### config.mk
export PLATFORM = sky130hd
export DESIGN_NAME = sat_counter
export DESIGN_NICKNAME = d
export VERILOG_FILES = /design/src/rtl/count_checker_sat_counter.sv
export SDC_FILE = /design/constraint.sdc
export NUM_CORES = 1
export LEC_CHECK = 0
export CORE_MARGIN = 2
export CORE_UTILIZATION = 30
export CTS_CLUSTER_SIZE = 40
export DETAILED_ROUTE_END_ITERATION = 16
export PLACE_DENSITY = 0.64
export SYNTH_ARGS = -nofsm -noshare
export SYNTH_HDL_FRONTEND = slang
export SYNTH_SLANG_ARGS = --single-unit
### constraint.sdc
create_clock -name clk -period 2.3 [get_ports clk]
set_input_delay 0.23 -clock clk [delete_from_list [all_inputs] [get_ports clk]]
set_output_delay 0.23 -clock clk [all_outputs]
set_load 0.005 [all_outputs]
### src/rtl/count_checker_sat_counter.sv
// Saturating up-counter with synchronous clear; clear wins over increment.
module sat_counter #(
    parameter int W = 16
) (
    input  logic         clk,
    input  logic         rst_n,
    input  logic         inc,
    input  logic         clr,
    output logic [W-1:0] count
);

    logic [W-1:0] count_reg;

    always_ff @(posedge clk or negedge rst_n) begin
        if (!rst_n) begin
            count_reg <= '0;
        end else if (clr) begin
            count_reg <= '0;
        end else if (inc && (count_reg != '1)) begin
            count_reg <= count_reg + W'(1);
        end
    end

    assign count = count_reg;

endmodule

==> Word-level counts from Yosys, hierarchy flattened <==
Index checks and enable logic that the tools add are counted.
{ "totals": {"regBits": 16, "input_bits": 4, "out_inout_bits": 16} }
{ "op_classes": {"n_addsub": 1, "n_eq_ne": 1, "mux": 2, "n_reduce_logical": 2} }
{ "op_table": {"columns": ["cell", "n"], "rows": [
  ["two-way mux 16 bit", 2],
  ["adder 16 x 1 -> 16 bit (second input constant)", 1],
  ["inequality test 16 bit (second input constant)", 1],
  ["nonzero test 2 bit", 1],
  ["logical AND 1 bit", 1]
]} }

==> Longest topological paths before layout <==
Gate-level depths: netlist (run 1).
{ "depth": {"ltp_word": 4, "ltp_mapped": 6} }

==> Worst setup path after synthesis (run 1) <==
OpenSTA, ideal clock, no wires.
{ "synth_path": {"path_kind": "register to register", "startpoint": "register count_reg[0] (netlist: count[0])", "endpoint": "register count_reg[15] (netlist: count[15])", "setup_time_ns": 0.128, "arrival_time_ns": 1.627, "t_required_ns": 2.172, "setup_slack_ns": 0.545, "stages_incl_launch_ff": 6, "path_buffers": 0, "cell_sequence": "dfrtp_1 > ha_1 > nand4_2 > nor4_4 > nor4_1 > mux2_1"} }
{ "synth_between": {"elab_chain_len": 3, "word_cells_on_any_way": 6, "cone_classes": "add/sub (1); eq/ne (1); mux (2); reduce/logical (2)"} }
{ "synth_lines": {"columns": ["item", "line", "text"], "rows": [
  ["start, declared", "12", "logic [W-1:0] count_reg;"],
  ["start signal, assigned", "20", "count_reg <= count_reg + W'(1);"],
  ["adder 16 x 1 -> 16 bit or inequality test 16 bit (tied branches)", "20, 19", null],
  ["two-way mux 16 bit or logical AND 1 bit (tied branches)", "19", "end else if (inc && (count_reg != '1)) begin"],
  ["two-way mux 16 bit or nonzero test 2 bit (tied branches)", null, null]
]} }
Several ways; a longest one is shown, not always the timed one. The select of a mux whose other input is x is not followed.
A chain may end at the register's enable or synchronous reset.

==> Final worst setup path (run 1) <==
{ "layout_path": {"startpoint": "register count_reg[0] (netlist: count[0])", "endpoint": "register count_reg[6] (netlist: count[6])"} }
Same word-level chain as after synthesis.

==> summary.txt, run 1 <==
run status = finished clean
worst r2r src = count[0]
First DRT Iteration DRCs = 30
worst r2r dst = count[6]
Lkg Pwr = 0.000467 uW
Post-DP HPWL = 1640 um
top-area cell type share of the netlist area = 42.5%
leading area contributor after synthesis = dfrtp_1
measured slew at the worst slew-check pin = 0.769 ns
CP Class = flip-flop to flip-flop
cts bufs inserted = 3
Data required, critical path = 2.47 ns
Total Nets Final = 125
Antenna Nets Post-Route = 0
vias per cell = 5.32
max reg flops = 16
DRC violations left = 0
IO Port Bufs = 19
Area contributors post-synth = dfrtp_1, a21oi_1, o31ai_1, mux2_1, nand4_1
Pre-antenna DRT Iters = 4
Total Wirelength = 2280 um
Post-CTS Hold Buffers = 0
CP startpoint kind = flip-flop
power per cell area = 393 nW/um^2
CTS H-tree lvls = 1
final instance area = 1210 sq um
# rows = 20
Final Hold Vio Count = 0
Total GRT Usage = 14.8%
Fin Clk Skew = 0.00619 ns
vias in the first global route = 883
Synth cell types = 28
CTS resizes = 0
Final Cycle Share = 86.1%
clock-pin transition on the worst setup and hold timing paths = 0.09 ns
net count after synthesis = 103
Cell Area, Placed = 1180 sq um
FF+latch count, synth = 16
CP endpoint kind = flip-flop
Clk Latency, worst-skew pair = 0.29 ns
Tmin final = 1.98 ns
die area = 3600 sq um
FF+latch area = 400 sq um
first-pass GRT wire length = 4010 um
fmax = 505 MHz
area of the multi-input gates = 504 sq um
max-cap viol count = 0
core area = 3030 sq um
setup TNS = 0 ns
R2R Setup Slk = 0.32 ns
synthesized instance count = 98
Syn-to-layout area delta = 28.0%
fraction of layout cells with a size suffix above 1 = 12.7%
Post-synth ARST share = 100%
critical path data arrival time = 2.15 ns
peak supply drop = 0.000199 V
synth warn = 0
sequential area share after synthesis = 42.5%
# fillers = 308
initial antenna violation count = 0
Die Span Y = 60.0 um
buffer depth of the longest clock path = 2
Final Instance Count excl. Fillers = 162
die width = 60.0 um
GR Overflow Total = 0
Sink Count = 16
CTS tree = built
io pins = 20
placed insts = 159
largest net degree at the start of global routing = 23
worst hold path class = primary input to asynchronous set/reset pin
cell area after synthesis = 942 sq um
GP Congestion = 0.789
EDFF count, synth = 0
worst rel slew slack = 48.6%
Final setup viols = 0
diode count = 0
r2r worst-path depth = 7
syn_area_per_cell = 9.61 sq um
clock root buffer = clkbuf_4
Synth Flop Type = dfrtp_1
Vias = 862
Critical Path Fanout Max = 8
setup bufs post-CTS = 0
unrepaired setup endpoints after global routing = no
DR WL/cell = 14.0 um
Initial Util = 31.1%
Final Max Tran Viols = 0
[area by class of cell]
class | count | area share, %
clock buffer | 3 | 1.87
inverter | 3 | 0.934
multi-input combinational | 74 | 41.8
sequential | 16 | 33.2
tap | 44 | 4.56
timing repair buffer | 22 | 17.6
[per-stage QoR]
step / worst slack [ns] / util [%] / total power [uW] / hold WS (ns)
2_1_floorplan: 0.545 / - / 308 / -0.0656
3_3_place_gp: 0.300 / 39.1 / 328 / 0.586
3_5_place_dp: 0.274 / 39.1 / 330 / 0.598
4_1_cts: 0.313 / 39.8 / 487 / 0.411
5_1_grt: 0.114 / 39.8 / 503 / 0.431
6_report: 0.320 / 39.8 / 475 / 0.379
[cell usage in the layout (no fill, tap or decap), types with 4 or more instances in the layout]
cell type and n:
clkdlybuf4s50_1 19, dfrtp_1 16, a21oi_1 11, o31ai_1 7, nand4_1 6, nand2_1 6
or4_1 5, nor2b_1 4, nor2_1 4, nor4_1 4, mux2_1 4
[layer usage]
layer | wire [um] | global-route usage [%] | share of wire (%) | vias to the layer above
met5 | 0 | 0 | 0 | -
met4 | 17 | 6.35 | 0.75 | 0
met3 | 132 | 4.76 | 5.8 | 3
met2 | 1060 | 23.6 | 47 | 25
met1 | 1060 | 18.3 | 47 | 409
li1 | - | - | - | 425
[kinds of logic (layout without fill, tap and decap cells)]
kind of cell | count (synthesis) | in the layout | synth area share [%]
AOI/OAI and AO/OA | 24 | 24 | 16.2
adders and majority gates | 1 | 1 | 1.33
buffers and inverters | 8 | 28 | 3.98
DFF | 16 | 16 | 42.5
muxes | 4 | 4 | 4.78
and+or+nand+nor | 45 | 45 | 31.2
[worst max path at each step]
stage,from,slack [ns],depth (start not counted),endpoint
floorplan,count[0],0.55,5,count[15]
global placement,inc,0.30,4,count[3]
detailed placement,inc,0.27,4,count[3]
CTS,count[0],0.31,7,count[6]
global route,count[0],0.11,7,count[2]
finish,count[0],0.32,7,count[6]
[Yosys cell counts, types with 2 or more instances]
cell	number
nor4_1	4
or4_1	5
nand4_1	6
nand3_1	3
and3_1	2
nor2b_1	4
clkbuf_1	4
mux2_1	4
dfrtp_1	16
nand2_1	6
o31ai_1	7
and4_2	2
or3_1	2
nor2_1	4
a21oi_1	11
or4_2	2
o21ai_1	3
inv_1	3
[critical path: stages (launching register included)]
cell     delay, ns
dfrtp_1       0.44
ha_1          0.25
nand4_2       0.15
nor4_4        0.50
buf_4         0.23
buf_4         0.14
or4_1         0.11
a21oi_1       0.06
[power breakdown]
part	switching, uW	internal, uW
logic	22.3	14.4
clock network	89.6	61.0
registers	3.65	284
total	116	359
No activity file was read; power rests on OpenSTA's default activity.
==> run 2, diff against run 1 <==
--- a/config.mk
+++ b/config.mk
@@ -7,9 +7,11 @@
 export LEC_CHECK = 0
 export CORE_MARGIN = 2
 export CORE_UTILIZATION = 30
+export CTS_CLUSTER_DIAMETER = 100
 export CTS_CLUSTER_SIZE = 40
 export DETAILED_ROUTE_END_ITERATION = 16
 export PLACE_DENSITY = 0.64
+export SKIP_LAST_GASP = 1
 export SYNTH_ARGS = -nofsm -noshare
 export SYNTH_HDL_FRONTEND = slang
 export SYNTH_SLANG_ARGS = --single-unit
==> results of run 2 <==
Same layout as run 1: the final DEF is identical, and so are final timing and power.
